--- config.mk ---
export PLATFORM = sky130hd
export DESIGN_NAME = hazard_ctrl
export DESIGN_NICKNAME = d
export VERILOG_FILES = /design/src/rtl/hazard_pkg.sv /design/src/rtl/hazard_ctrl_sat_counter.sv /design/src/rtl/hazard_ctrl.sv
export SDC_FILE = /design/constraint.sdc
export NUM_CORES = 1
export LEC_CHECK = 0
export ABC_AREA = 1
export CORE_MARGIN = 3
export CORE_UTILIZATION = 55
export CTS_CLUSTER_DIAMETER = 50
export DETAILED_ROUTE_END_ITERATION = 7
export DONT_BUFFER_PORTS = 1
export PLACE_DENSITY = 0.8
export SETUP_SLACK_MARGIN = 0.4
export SYNTH_ARGS = -nofsm -noshare
export SYNTH_HDL_FRONTEND = slang
export SYNTH_HIERARCHICAL = 1
export SYNTH_SLANG_ARGS = --single-unit
--- constraint.sdc ---
create_clock -name clock -period 5.52 [get_ports clock]
set_input_delay 0.552 -clock clock [delete_from_list [all_inputs] [get_ports clock]]
set_output_delay 0.552 -clock clock [all_outputs]
set_load 0.1 [all_outputs]
--- src/rtl/hazard_pkg.sv ---
// Shared definitions for the pipeline hazard/sequencing controller.
package hazard_pkg;

    typedef enum logic [1:0] {
        RUN        = 2'd0,
        LOAD_STALL = 2'd1,
        FLUSH      = 2'd2,
        MEM_WAIT   = 2'd3
    } state_t;

    localparam int unsigned REG_W           = 5;
    localparam logic [REG_W-1:0] REG_ZERO   = 5'd0;
    localparam int unsigned CNT_W_DEF       = 16;
    localparam int unsigned MEM_TIMEOUT_DEF = 64;

endpackage

--- src/rtl/hazard_ctrl_sat_counter.sv ---
// Saturating up-counter with synchronous clear that wins over increment.
module sat_counter #(
    parameter int unsigned W = 16
) (
    input  logic         clock,
    input  logic         reset,
    input  logic         inc,
    input  logic         clr,
    output logic [W-1:0] count
);

    logic [W-1:0] r_count;

    always_ff @(posedge clock) begin
        if (reset) begin
            r_count <= '0;
        end else if (clr) begin
            r_count <= '0;
        end else if (inc && (r_count != '1)) begin
            r_count <= r_count + W'(1);
        end
    end

    assign count = r_count;

endmodule

--- src/rtl/hazard_ctrl.sv ---
// Pipeline sequencing controller: load-use stalls, MEM-stage branch flushes,
// multi-cycle memory freezes with timeout, plus stall/flush perf counters.
module hazard_ctrl
    import hazard_pkg::*;
#(
    parameter int unsigned CNT_W       = CNT_W_DEF,
    parameter int unsigned MEM_TIMEOUT = MEM_TIMEOUT_DEF,
    parameter int unsigned TO_W        = 7
) (
    input  logic             clock,
    input  logic             reset,
    input  logic [4:0]       id_rs1,
    input  logic [4:0]       id_rs2,
    input  logic             id_uses_rs2,
    input  logic             ex_mem_read,
    input  logic [4:0]       ex_rd,
    input  logic             mem_branch_taken,
    input  logic             mem_req,
    input  logic             mem_ready,
    input  logic             cnt_clear,
    output logic             pc_write,
    output logic             if_id_write,
    output logic             id_ex_bubble,
    output logic             if_id_flush,
    output logic             id_ex_flush,
    output logic             ex_mem_flush,
    output logic             freeze,
    output logic             mem_timeout,
    output logic [CNT_W-1:0] stall_count,
    output logic [CNT_W-1:0] flush_count,
    output logic [1:0]       state
);

    state_t          r_state;
    state_t          w_next;
    logic [TO_W-1:0] r_wait;
    logic [TO_W-1:0] w_wait_nxt;
    logic            r_mem_timeout;
    logic            w_timeout_set;
    logic            w_stall_inc;
    logic            w_flush_inc;
    logic            w_wait_cond;
    logic            w_hazard;

    assign w_wait_cond = mem_req & ~mem_ready;
    assign w_hazard    = ex_mem_read & (ex_rd != REG_ZERO) &
                         ((ex_rd == id_rs1) | (id_uses_rs2 & (ex_rd == id_rs2)));

    always_ff @(posedge clock) begin
        if (reset) begin
            r_state       <= RUN;
            r_wait        <= '0;
            r_mem_timeout <= 1'b0;
        end else begin
            r_state <= w_next;
            r_wait  <= w_wait_nxt;
            if (w_timeout_set) begin
                r_mem_timeout <= 1'b1;
            end
        end
    end

    always_comb begin
        w_next        = RUN;
        w_wait_nxt    = '0;
        w_timeout_set = 1'b0;
        w_stall_inc   = 1'b0;
        w_flush_inc   = 1'b0;
        pc_write      = 1'b1;
        if_id_write   = 1'b1;
        id_ex_bubble  = 1'b0;
        if_id_flush   = 1'b0;
        id_ex_flush   = 1'b0;
        ex_mem_flush  = 1'b0;
        freeze        = 1'b0;

        case (r_state)
            MEM_WAIT: begin
                if (w_wait_cond) begin
                    if (r_wait == TO_W'(MEM_TIMEOUT)) begin
                        // Give up on the access: drop it and let the pipe move.
                        w_timeout_set = 1'b1;
                        ex_mem_flush  = 1'b1;
                    end else begin
                        freeze      = 1'b1;
                        pc_write    = 1'b0;
                        if_id_write = 1'b0;
                        w_stall_inc = 1'b1;
                        w_wait_nxt  = r_wait + TO_W'(1);
                        w_next      = MEM_WAIT;
                    end
                end
            end
            default: begin
                // RUN, LOAD_STALL and FLUSH share priorities; only RUN checks
                // load-use, and FLUSH ignores branches since MEM holds a bubble.
                if (w_wait_cond) begin
                    freeze      = 1'b1;
                    pc_write    = 1'b0;
                    if_id_write = 1'b0;
                    w_stall_inc = 1'b1;
                    w_wait_nxt  = TO_W'(1);
                    w_next      = MEM_WAIT;
                end else if (mem_branch_taken && (r_state != FLUSH)) begin
                    if_id_flush  = 1'b1;
                    id_ex_flush  = 1'b1;
                    ex_mem_flush = 1'b1;
                    w_flush_inc  = 1'b1;
                    w_next       = FLUSH;
                end else if (w_hazard && (r_state == RUN)) begin
                    pc_write     = 1'b0;
                    if_id_write  = 1'b0;
                    id_ex_bubble = 1'b1;
                    w_stall_inc  = 1'b1;
                    w_next       = LOAD_STALL;
                end
            end
        endcase

        if (reset) begin
            pc_write      = 1'b0;
            if_id_write   = 1'b0;
            id_ex_bubble  = 1'b0;
            if_id_flush   = 1'b0;
            id_ex_flush   = 1'b0;
            ex_mem_flush  = 1'b0;
            freeze        = 1'b0;
            w_stall_inc   = 1'b0;
            w_flush_inc   = 1'b0;
            w_timeout_set = 1'b0;
            w_next        = RUN;
        end
    end

    sat_counter #(.W(CNT_W)) u_stall_cnt (
        .clock (clock),
        .reset (reset),
        .inc   (w_stall_inc),
        .clr   (cnt_clear),
        .count (stall_count)
    );

    sat_counter #(.W(CNT_W)) u_flush_cnt (
        .clock (clock),
        .reset (reset),
        .inc   (w_flush_inc),
        .clr   (cnt_clear),
        .count (flush_count)
    );

    assign mem_timeout = r_mem_timeout;
    assign state       = r_state;

endmodule

After elaboration in Yosys (flattened, before gate mapping) --
Index checks and enable logic that the tools add are counted.
Storage, ports and cells: output and inout bits 42, flip-flop bits (word level) 42, word-level logic and storage cells 67, bits of input ports 23
Cells by class: mux-type cells 39, add/subtract/negate cells 3, bitwise gates (word level) 6, eq/ne operators 7, reductions and logical operators 7
Operator list (number):
- $add 16x1->16 const B | 2
- $ne 16x16->1 const B | 2
- $mux 1 | 31
- $mux 7 | 3
- $eq 5x5->1 | 2
- $mux 2 | 5
- $add 7x1->7 const B | 1
- $eq 7x7->1 const B | 1
- $reduce_bool 5->1 | 1
- $and 1x1->1 | 4
- $logic_and 1x1->1 | 4
- $eq 2x2->1 const B | 1
- $logic_not 2->1 | 1
- $ne 2x2->1 const B | 1
- $reduce_or 2->1 | 1
- $not 1->1 | 1
- $or 1x1->1 | 1

Depth between registers and ports, before layout --
Gate-level depths: netlist (run 1).
word-level depth 11, gate-level depth with buffers 15, mapped depth without buffers 15

By module --
The synthesis (run 1) kept the hierarchy.
Modules (own cells, without submodules):
- sat_counter (u_flush_cnt) | times used 1, area an instance 1004.7 um^2, cells each 156, sequential area each 320.3 um^2
- sat_counter (u_stall_cnt) | times used 1, area an instance 958.4 um^2, cells each 156, sequential area each 320.3 um^2
- hazard_ctrl | times used 1, area an instance 749.5 um^2, cells each 123, sequential area each 200.2 um^2

Worst setup path before layout (run 1) --
OpenSTA, ideal clock, no wires.
path kind register to output, start point register r_state[1] (netlist: state[1]), end point output port pc_write, arrival time 3374 ps, data required time 4968 ps, setup slack 1594 ps, buffers on the path 1, stages on the path, launching flop included 6, cell sequence dfxtp_1 > nand2_2 > nand2_1 > nand3_1 > a21oi_1 > buf_4
On the way: longest elaborated chain between the ends 7, elaborated cells on any way between the ends 10, those cells by class eq/ne (2); mux (5); reduce/logical (3)
Ends and longest elaborated chain:
- from (decl) | line hazard_ctrl.sv:34 | state_t r_state;
- from (signal assigned) | line hazard_ctrl.sv:55 | r_state <= w_next;
- $logic_not 2->1 | line hazard_ctrl.sv:110 | end else if (w_hazard && (r_state == RUN)) begin
- $logic_and 1x1->1 | line hazard_ctrl.sv:110
- $mux 1 (3 in a row)
- $mux 1 (*) (2 in a row)
- to (decl) | line hazard_ctrl.sv:21 | output logic pc_write,
Every way passes the cells marked *; elsewhere a longest branch is shown, timed or not.

Worst setup path after layout (run 1) --
start point register r_state[1] (netlist: state[1]), end point output port freeze
On the way: longest elaborated chain between the ends 3
Ends and longest elaborated chain:
- $eq 2x2->1 | line hazard_ctrl.sv:77 | case (r_state)
- $mux 1 | line hazard_ctrl.sv:77
- $mux 1 | line hazard_ctrl.sv:120 | if (reset) begin
- to (decl) | line hazard_ctrl.sv:27 | output logic freeze,
No other way between the ends.

==> results.toml, run 1 <==
[run_status]
status = "complete, no violations"

[critical_path]
crit_type = "flip-flop to output pin"
arrival_ns = 2.59
required_ns = 4.97
cp_top_family = "flip-flops"
critPathSlowestCell = "dfxtp_1"
cp-end-kind = "output pin"
slowest_delay_ns = 1.02
cp_max_fo = 5
worst-r2r-cell-count = 12
path_buf_inv = 1
worstSetupPathDepth = 6
critical_path.startpoint_type = "flip-flop"
crit_chain = "nand2_2 > nor3_4 > nand2_1 > nand2_1 > nand2_2 > inv_1"

[finish]
nNetsFinal = 465
regArea_um2 = 841
multiInputGateArea_um2 = 1630
final_cell_area_um2 = 2880
num-fill-cells = 448
area_delta_synth_final_pct = 6.18
drive_gt1_share_pct = 11.4
antennaDiodeCount = 0

[placed_design]
dpl_cell_area_um2 = 2770
place.gp.congestion = 0.878
place_hpwl_mm = 4.65
pre_cts_ws_ns = 2.70
io_buffer_count = 0

[clock_tree]
cts-root-buf = "clkbuf_8"
cts.sinks = 42
clockBufferDepth = 2
clk_latency_ns = 0.29
cts_tree = "yes"
htree_levels = 2
cts_buffers = 5
hold_buffers = 0
cts-resized-gates = 0
clkTransAtPathRegs_ns = 0.08
cts_setup_buffers = 0

[synth]
synth-seq-cells = 42
syn_inst = 435
yosys.area_share.simple_pct = 51.7
ys_async_sr_fraction_pct = 0
avgSynthCellArea_um2 = 6.24
synth.area.top_cells = "dfxtp_1 (31%), nand2_1 (17%), nor2_1 (13%)"
synth_top_family_by_area = "simple AND/OR/NAND/NOR gates"
ys_seq_area_share_pct = 31.0
synthAdderAreaFrac_pct = 1.85
synth_top_area_share_pct = 31.0
synth_compound_area_share_pct = 5.03
synth_area_leader_cell = "dfxtp_1"
yosysWarningCount = 6
synth_top_flop_cell = "dfxtp_1"
syn_area_um2 = 2710
synthMuxAreaShare_pct = 0
syn_nets = 462
synth-edff-count = 0
synth_xor_xnor_area_share_pct = 0.646
synth_cell_types = 34

[sta]
setup_slack_ns = 2.38
period_share_pct = 56.9
slew-limit-headroom_pct = 25.0
rsz0062_at_grt = "no"
drv_slew = 0
finalSetupViolCount = 0
final_hold_viol_count = 0
fin_setup_tns_ns = 0
period_needed_ns = 3.14
skew_ns = 0.00597
worst_pin_slew_ns = 1.12
max_freq_ghz = 0.318

[routing]
drc = 0
via_count = 2556
drtAntennaViolNets = 0
wl_per_cell_um = 11.8
routed_wl_mm = 5.96
drt_iter0_drc = 131
vias_per_cell = 5.07
drt_first_pass_iters = 4

[grt]
grt_pass1_wl_mm = 10.2
grt_overflow_total = 0
grt_pass1_vias = 2400
grt_antenna_before_repair = 0
grt_usage_pct = 20.9
grt_max_degree = 17

[floorplan]
die_w_um = 76.2
die-area_um2 = 5810
core-area_um2 = 4560
num_rows = 24
start_util_pct = 59.4
die_h_um = 76.2
num_io_pins = 65

[worst_hold_path]
holdPathStages = 1
hold_path.class = "flip-flop to flip-flop"

[pwr]
p_per_area_nw_per_um2 = 215
p_leak_nw = 1.20
peakVddDrop_v = 0.000123

[flow_run]
cap_violations = 0
[state kept, by name (all words and copies together) (netlist names)]
| name | flops |
|---|---|
| r_wait | 7 |
| u_flush_cnt/count | 16 |
| state | 2 |
| u_stall_cnt/count | 16 |
| mem_timeout | 1 |
[power by group]
| part | switching (mW) | internal (mW) |
|---|---|---|
| sequential | 0.0157 | 0.305 |
| clock | 0.104 | 0.135 |
| combinational | 0.0444 | 0.0136 |
| total | 0.165 | 0.454 |
[synthesized netlist by cell type, drive strengths merged (3+ instances only)]
| library cell | count |
|---|---|
| a21oi | 18 |
| buf | 6 |
| dfxtp | 42 |
| ha | 4 |
| inv | 55 |
| nand2 | 133 |
| nand3 | 34 |
| nand3b | 3 |
| nand4 | 6 |
| nor2 | 113 |
| nor3 | 4 |
| o21ai | 6 |
[through the flow]
stage / std cells / utilization (%) / hold slack [ns] / power [mW]
4_1_cts: 504 / 63.1 / 0.493 / 0.625
3_3_place_gp: 496 / 60.8 / 0.481 / 0.384
3_5_place_dp: 496 / 60.8 / 0.478 / 0.386
6_report: 504 / 63.1 / 0.489 / 0.618
2_1_floorplan: 435 / - / 0.450 / 0.378
5_1_grt: 504 / 63.1 / 0.509 / 0.642
[worst paths after layout]
kind | slack, ns | startpoint | endpoint
setup reg to reg | 2.77 | state[1]$_SDFF_PP0_ | u_stall_cnt/count[8]$_SDFFE_PP0P_
hold / removal | 0.49 | r_wait[0]$_SDFF_PP0_ | r_wait[0]$_SDFF_PP0_
setup / recovery | 2.38 | state[1]$_SDFF_PP0_ | freeze
hold reg to reg | 0.49 | r_wait[0]$_SDFF_PP0_ | r_wait[0]$_SDFF_PP0_
[cell usage in the layout, fill, tap and decap left out, types with 3 or more instances in the layout]
master    count
nand3b_1      3
nor2_2       10
dfxtp_1      42
nor2_1       94
inv_1        53
a21oi_1      16
nor2_4        8
clkbuf_8      5
nand3_1      32
ha_1          4
nand2_2       5
nand2_1     126
o21ai_0       5
nand4_1       3
[per-layer routing]
layer | global-route usage [%] | up-vias | part of all wire, %
li1 | - | 1355 | -
met1 | 22.8 | 1129 | 42
met2 | 38.5 | 64 | 50
met3 | 6.97 | 8 | 6.1
met4 | 5.25 | 0 | 1.3
met5 | 0 | - | 0
[layout make-up]
| cell class | instances | area share [%] |
|---|---|---|
| flip-flops and latches | 42 | 29.2 |
| multi-input cells | 332 | 56.6 |
| inverters | 55 | 7.17 |
| clock buffers | 7 | 2.65 |
| clock inverters | 1 | 1.04 |
| well taps | 65 | 2.82 |
| repair buffers | 2 | 0.521 |
[worst register-to-register path: cells and delay by family (launching register included)]
| family | cells | cell delay, ns |
|---|---|---|
| buffers and inverters | 1 | 0.09 |
| flip-flops | 1 | 1.02 |
| AND/OR/NAND/NOR | 11 | 1.54 |
[logic make-up after synthesis]
kind of cell	Yosys count
xor gates and xnor gates	2
and+or+nand+nor	300
adders and majority gates	4
DFF	42
buffers and inverters	61
AOI/OAI and AO/OA	26
Note: power is estimated with default switching activity, not from simulation.
==> run 2, diff against run 1 <==
--- a/config.mk
+++ b/config.mk
@@ -5,13 +5,13 @@
 export SDC_FILE = /design/constraint.sdc
 export NUM_CORES = 1
 export LEC_CHECK = 0
-export ABC_AREA = 1
+export ABC_AREA = 0
 export CORE_MARGIN = 3
 export CORE_UTILIZATION = 55
 export CTS_CLUSTER_DIAMETER = 50
 export DETAILED_ROUTE_END_ITERATION = 7
 export DONT_BUFFER_PORTS = 1
-export PLACE_DENSITY = 0.8
+export PLACE_DENSITY = 0.83
 export SETUP_SLACK_MARGIN = 0.4
 export SYNTH_ARGS = -nofsm -noshare
 export SYNTH_HDL_FRONTEND = slang
==> constraint.sdc (replaced) <==
create_clock -name clock -period 2.55 [get_ports clock]
set_input_delay 0.255 -clock clock [delete_from_list [all_inputs] [get_ports clock]]
set_output_delay 0.255 -clock clock [all_outputs]
set_load 0.1 [all_outputs]
==> run 2 against run 1 <==
Wire length fell by 9.4%. Core utilization rose by 8.9 points. Area after synthesis down 9.1%. Synthesized cell count down 37%. Largest cell class unchanged. Largest power group unchanged. Combinational power grew 140%. Critical path depth fell by 3. Design area grew 4.3%.
==> results.toml, run 2 <==
[grt]
grt_pass1_vias = 2156
grt_overflow_total = 0
grt_pass1_wl_mm = 9.34
grt_antenna_before_repair = 0
grt_usage_pct = 21.6
grt_max_degree = 22

[critical_path]
required_ns = 2.30
crit_type = "flip-flop to output pin"
cp-end-kind = "output pin"
slowest_delay_ns = 0.62
critPathSlowestCell = "o221a_4"
path_buf_inv = 0
cp_max_fo = 5
cp_top_family = "compound AO/OA/AOI/OAI gates"
r2r_setup_slack_ns = 0.52
crit_chain = "nor4_4 > and4_4 > o221a_4"
arrival_ns = 1.85
critical_path.startpoint_type = "flip-flop"

[sta]
setup_slack_ns = 0.440
period_needed_ns = 2.11
slew-limit-headroom_pct = 35.8
final_hold_viol_count = 0
rsz0062_at_grt = "yes"
worst_pin_slew_ns = 0.962
period_share_pct = 82.7
fin_setup_tns_ns = 0
holdWs_ns = 0.0362
skew_ns = 0.00601
finalSetupViolCount = 0
max_freq_ghz = 0.474
drv_slew = 0

[finish]
drive_gt1_share_pct = 31.5
final_cell_mix = "buf_4 (38), dfxtp_1 (36), nand2_1 (27), nand3_1 (14)"
antennaDiodeCount = 0
nNetsFinal = 337
final_common_cell = "buf_4"
area_delta_synth_final_pct = 21.8

[routing]
drc = 0
via_count = 2202
drt_iter0_drc = 100
routed_wl_mm = 5.40
vias_per_cell = 6.10
wl_per_cell_um = 14.9
drtAntennaViolNets = 0
drt_first_pass_iters = 5

[pwr]
intPower_mw = 0.991
finalPower_mw = 1.32
p_leak_nw = 1.12
p_per_area_nw_per_um2 = 440
peakVddDrop_v = 0.000363
p_sw_share_pct = 25.0
clkPwrFrac_pct = 39.1
switchingPower_mw = 0.331
comb_power_share_pct = 10.5
seqPwrFrac_pct = 50.4

[synth]
synth.area.top_cells = "dfxtp_1 (34%), mux2i_1 (4.9%), xor2_1 (4.6%)"
synth_top_area_share_pct = 34.1
syn_inst = 276
synth_cell_types = 52
syn_area_um2 = 2470
ys_async_sr_fraction_pct = 0
ys_seq_area_share_pct = 34.1
synth_area_leader_cell = "dfxtp_1"
synth_top_flop_cell = "dfxtp_1"
synth-seq-cells = 42
synthTopCellsByCount = "dfxtp_1 (42), nand2_1 (27), nand3_1 (16)"
yosysWarningCount = 6
syn_nets = 303
yosysMostFrequentCell = "dfxtp_1"
synth-edff-count = 0
avgSynthCellArea_um2 = 8.94

[flow_run]
cap_violations = 0

[placed_design]
io_buffer_count = 0
place_hpwl_mm = 4.08
pre_cts_ws_ns = 0.198
place.gp.congestion = 0.806

[floorplan]
die-area_um2 = 5320
num_rows = 23
start_util_pct = 59.1
core-area_um2 = 4170
num_io_pins = 65
die_w_um = 73.0
die_h_um = 73.0

[clock_tree]
clkTransAtPathRegs_ns = 0.08
clk_latency_ns = 0.29
htree_levels = 2
hold_buffers = 0
cts-root-buf = "clkbuf_8"
cts_buffers = 5
cts.sinks = 42
clockBufferDepth = 2
cts_tree = "yes"

[run_status]
status = "complete, no violations"

[worst_hold_path]
hold_path.class = "input pin to flip-flop"
-- run 2: layout make-up --
| class | instances | area (um^2) |
|---|---|---|
| clock buffers | 7 | 76.3 |
| multi-input cells | 215 | 1650 |
| repair buffers | 39 | 305 |
| fillers | 307 | 1170 |
| well taps | 50 | 62.6 |
| inverters | 7 | 26.3 |
| flip-flops and latches | 42 | 853 |
| clock inverters | 1 | 30.0 |
-- run 2: what timing repair did --
item / CTS / global route
setup endpoints to repair: 9 / 11
pin swaps: 2 / 7
gates resized for setup: 6 / 5
endpoints found under the hold margin: 0 / 0
setup buffers: 1 / 1
-- run 2: path summary, 6_finish.rpt --
path,start,end,cells after the start
worst max-delay path,r_wait[2]$_SDFF_PP0_,pc_write,3
worst min-delay path,reset,mem_timeout$_SDFFE_PP0P_,1
worst max register to register,state[0]$_SDFF_PP0_,u_stall_cnt/count[10]$_SDFFE_PP0P_,7
worst min register to register,u_stall_cnt/count[1]$_SDFFE_PP0P_,u_stall_cnt/count[1]$_SDFFE_PP0P_,2
-- run 2: kinds of logic (layout without fill, tap and decap cells) --
family / count (synthesis) / count (layout) / share of synthesized area [%]
DFF: 42 / 42 / 34.1
xor gates and xnor gates: 15 / 15 / 5.33
muxes: 12 / 12 / 4.87
and+or+nand+nor: 122 / 122 / 30.3
adders and majority gates: 4 / 4 / 2.03
buffers and inverters: 19 / 54 / 5.12
AOI/OAI and AO/OA: 62 / 62 / 18.3
-- run 2: stage by stage --
step           instances  utilization (%)  instance area, um^2
2_1_floorplan        276                -                 2580
3_3_place_gp         351             67.8                 2830
3_5_place_dp         351             67.8                 2830
4_1_cts              360             71.2                 2970
5_1_grt              361             72.0                 3000
6_report             361             72.0                 3000
-- run 2: power groups by stage --
stage	registers, mW	logic (mW)	clock network [mW]
after global placement	0.681	0.133	0
final	0.666	0.138	0.517
after global routing	0.667	0.146	0.551
after floorplan	0.699	0.101	0
after CTS	0.666	0.136	0.521
after detailed placement	0.681	0.134	0
-- run 2: routing by layer --
metal / global-route usage (%) / wire, um / vias up
met2: 37.1 / 2680 / 67
met4: 5.74 / 36 / 0
met1: 26.1 / 2300 / 1022
met5: 0 / 0 / -
met3: 6.34 / 375 / 4
li1: - / - / 1109
==> run 3, diff against run 2 <==
--- a/config.mk
+++ b/config.mk
@@ -11,7 +11,7 @@
 export CTS_CLUSTER_DIAMETER = 50
 export DETAILED_ROUTE_END_ITERATION = 7
 export DONT_BUFFER_PORTS = 1
-export PLACE_DENSITY = 0.83
+export PLACE_DENSITY = 0.8
 export SETUP_SLACK_MARGIN = 0.4
 export SYNTH_ARGS = -nofsm -noshare
 export SYNTH_HDL_FRONTEND = slang
==> constraint.sdc (replaced) <==
create_clock -name clock -period 2.2 [get_ports clock]
set_input_delay 0.22 -clock clock [delete_from_list [all_inputs] [get_ports clock]]
set_output_delay 0.22 -clock clock [all_outputs]
set_load 0.1 [all_outputs]
==> run 3 against run 2 <==
Non-clock buffer count increased by 35. Design area increased by 19%. Sequential cell count unchanged. Clock skew increased by 0.0019 ns. Core utilization increased by 14 points. Combinational power increased by 59%. Sequential power increased by 15%. Final cell count increased by 9.7%. Power increased by 16%. Global-route usage increased by 5.3 points. Clock power increased by 5.8%. Via count increased by 24%. Critical endpoint is now u_flush_cnt/count[7]$_SDFFE_PP0P_.
==> results.toml, run 3 (synthesized netlist as in run 2, its figures left out) <==
[critical_path]
worst-r2r-cell-count = 9
cp-end-kind = "flip-flop"
arrival_ns = 2.32
critical_path.startpoint_type = "flip-flop"
cp_max_fo = 6
required_ns = 2.45
crit_type = "flip-flop to flip-flop"

[clock_tree]
cts.sinks = 42
clkTransAtPathRegs_ns = 0.09
clockBufferDepth = 2
htree_levels = 2
cts_buffers = 5
clk_latency_ns = 0.31
cts_tree = "yes"
cts-root-buf = "clkbuf_8"

[finish]
area_delta_synth_final_pct = 45.4
final_common_cell = "buf_4"
num-fill-cells = 207
drive_gt1_share_pct = 53.8
fin_cells = 396
final_cell_area_um2 = 3580
nNetsFinal = 372
post-route-util_pct = 85.9
antennaDiodeCount = 0
multiInputGateArea_um2 = 1800
final_cell_mix = "buf_4 (50), dfxtp_2 (33), nand2_1 (25), buf_6 (16), xor2_1 (13)"
regArea_um2 = 897

[pwr]
p_leak_nw = 1.36
p_per_area_nw_per_um2 = 427
peakVddDrop_v = 0.000334

[floorplan]
die-area_um2 = 5320
die_h_um = 73.0
start_util_pct = 59.1
num_rows = 23
core-area_um2 = 4170
num_io_pins = 65
die_w_um = 73.0

[grt]
grt_max_degree = 20
grt_usage_pct = 26.8
grt_pass1_wl_mm = 11.1
grt_pass1_vias = 2372
grt_overflow_total = 0
grt_antenna_before_repair = 0

[sta]
period_needed_ns = 2.07
period_share_pct = 94.3
skew_ns = 0.00791
finalSetupViolCount = 0
max_freq_ghz = 0.482
slew-limit-headroom_pct = 36.9
rsz0062_at_grt = "yes"
worst_pin_slew_ns = 0.943
drv_slew = 0
final_hold_viol_count = 0

[placed_design]
place.gp.congestion = 0.836
dp.cells = 361
place_hpwl_mm = 4.16
dpl_cell_area_um2 = 2920
io_buffer_count = 0

[flow_run]
cap_violations = 0

[routing]
drtAntennaViolNets = 0
drc = 0
routed_wl_mm = 8.50
drt_first_pass_iters = 5
vias_per_cell = 6.87
wl_per_cell_um = 21.5
via_count = 2721
drt_iter0_drc = 307

[worst_hold_path]
hold_path.class = "input pin to flip-flop"
holdPathStages = 2

[run_status]
status = "complete, no violations"
run 3: area by class of cell:
type	count	area share, %
Sequential cell	42	25.0
Clock buffer	7	2.41
Multi-Input combinational cell	215	50.2
Clock inverter	1	0.140
Timing Repair Buffer	74	19.7
Inverter	7	0.838
Tap cell	50	1.75
run 3: worst max-delay path, stage by stage (launching register included):
cell and delay [ns]:
dfxtp_4 0.37, buf_12 0.17, nand3b_1 0.24, nor2_4 0.21, buf_6 0.13, buf_6 0.09
and3_4 0.20, nand3_4 0.14, or3_1 0.36, o21ai_1 0.08
run 3: through the flow:
step / TNS, ns / hold slack, ns / power (mW) / setup WS [ns]
2_1_floorplan: -0.313 / 0.292 / 0.931 / -0.0631
6_report: 0 / 0.0778 / 1.53 / 0.125
5_1_grt: 0 / 0.0698 / 1.56 / 0.0643
4_1_cts: 0 / 0.0757 / 1.50 / 0.201
3_3_place_gp: 0 / 0.295 / 0.956 / 0.0196
3_5_place_dp: -0.195 / 0.297 / 0.958 / -0.0737
run 3: worst paths after layout:
check / startpoint / to / slack (ns)
min reg2reg: u_flush_cnt/count[9]$_SDFFE_PP0P_ / u_flush_cnt/count[9]$_SDFFE_PP0P_ / 0.48
max reg2reg: state[1]$_SDFF_PP0_ / u_flush_cnt/count[7]$_SDFFE_PP0P_ / 0.13
max: state[1]$_SDFF_PP0_ / u_flush_cnt/count[7]$_SDFFE_PP0P_ / 0.13
min: reset / u_stall_cnt/count[15]$_SDFFE_PP0P_ / 0.08
run 3: power by group:
group | total (mW) | internal (mW) | leakage (nW) | switching [mW]
sequential | 0.767 | 0.760 | 0.359 | 0.00662
clock | 0.547 | 0.254 | 0.0482 | 0.293
combinational | 0.219 | 0.0821 | 0.956 | 0.137
total | 1.53 | 1.10 | 1.36 | 0.436
run 3: timing repair:
item | 4_1_cts | 5_1_grt
resized for setup | 42 | 43
hold endpoints to repair | 3 | 0
setup buffers | 15 | 11
endpoints found under the setup margin | 31 | 37
hold buffers | 1 | 0
pin swaps | 32 | 18
run 3: per-layer routing:
layer | up-vias | global-route usage (%) | wire length (um)
met5 | - | 0 | 0
met4 | 0 | 12.1 | 322
met3 | 44 | 8.54 | 792
met2 | 191 | 42.5 | 4160
met1 | 1315 | 33.2 | 3230
li1 | 1171 | - | -
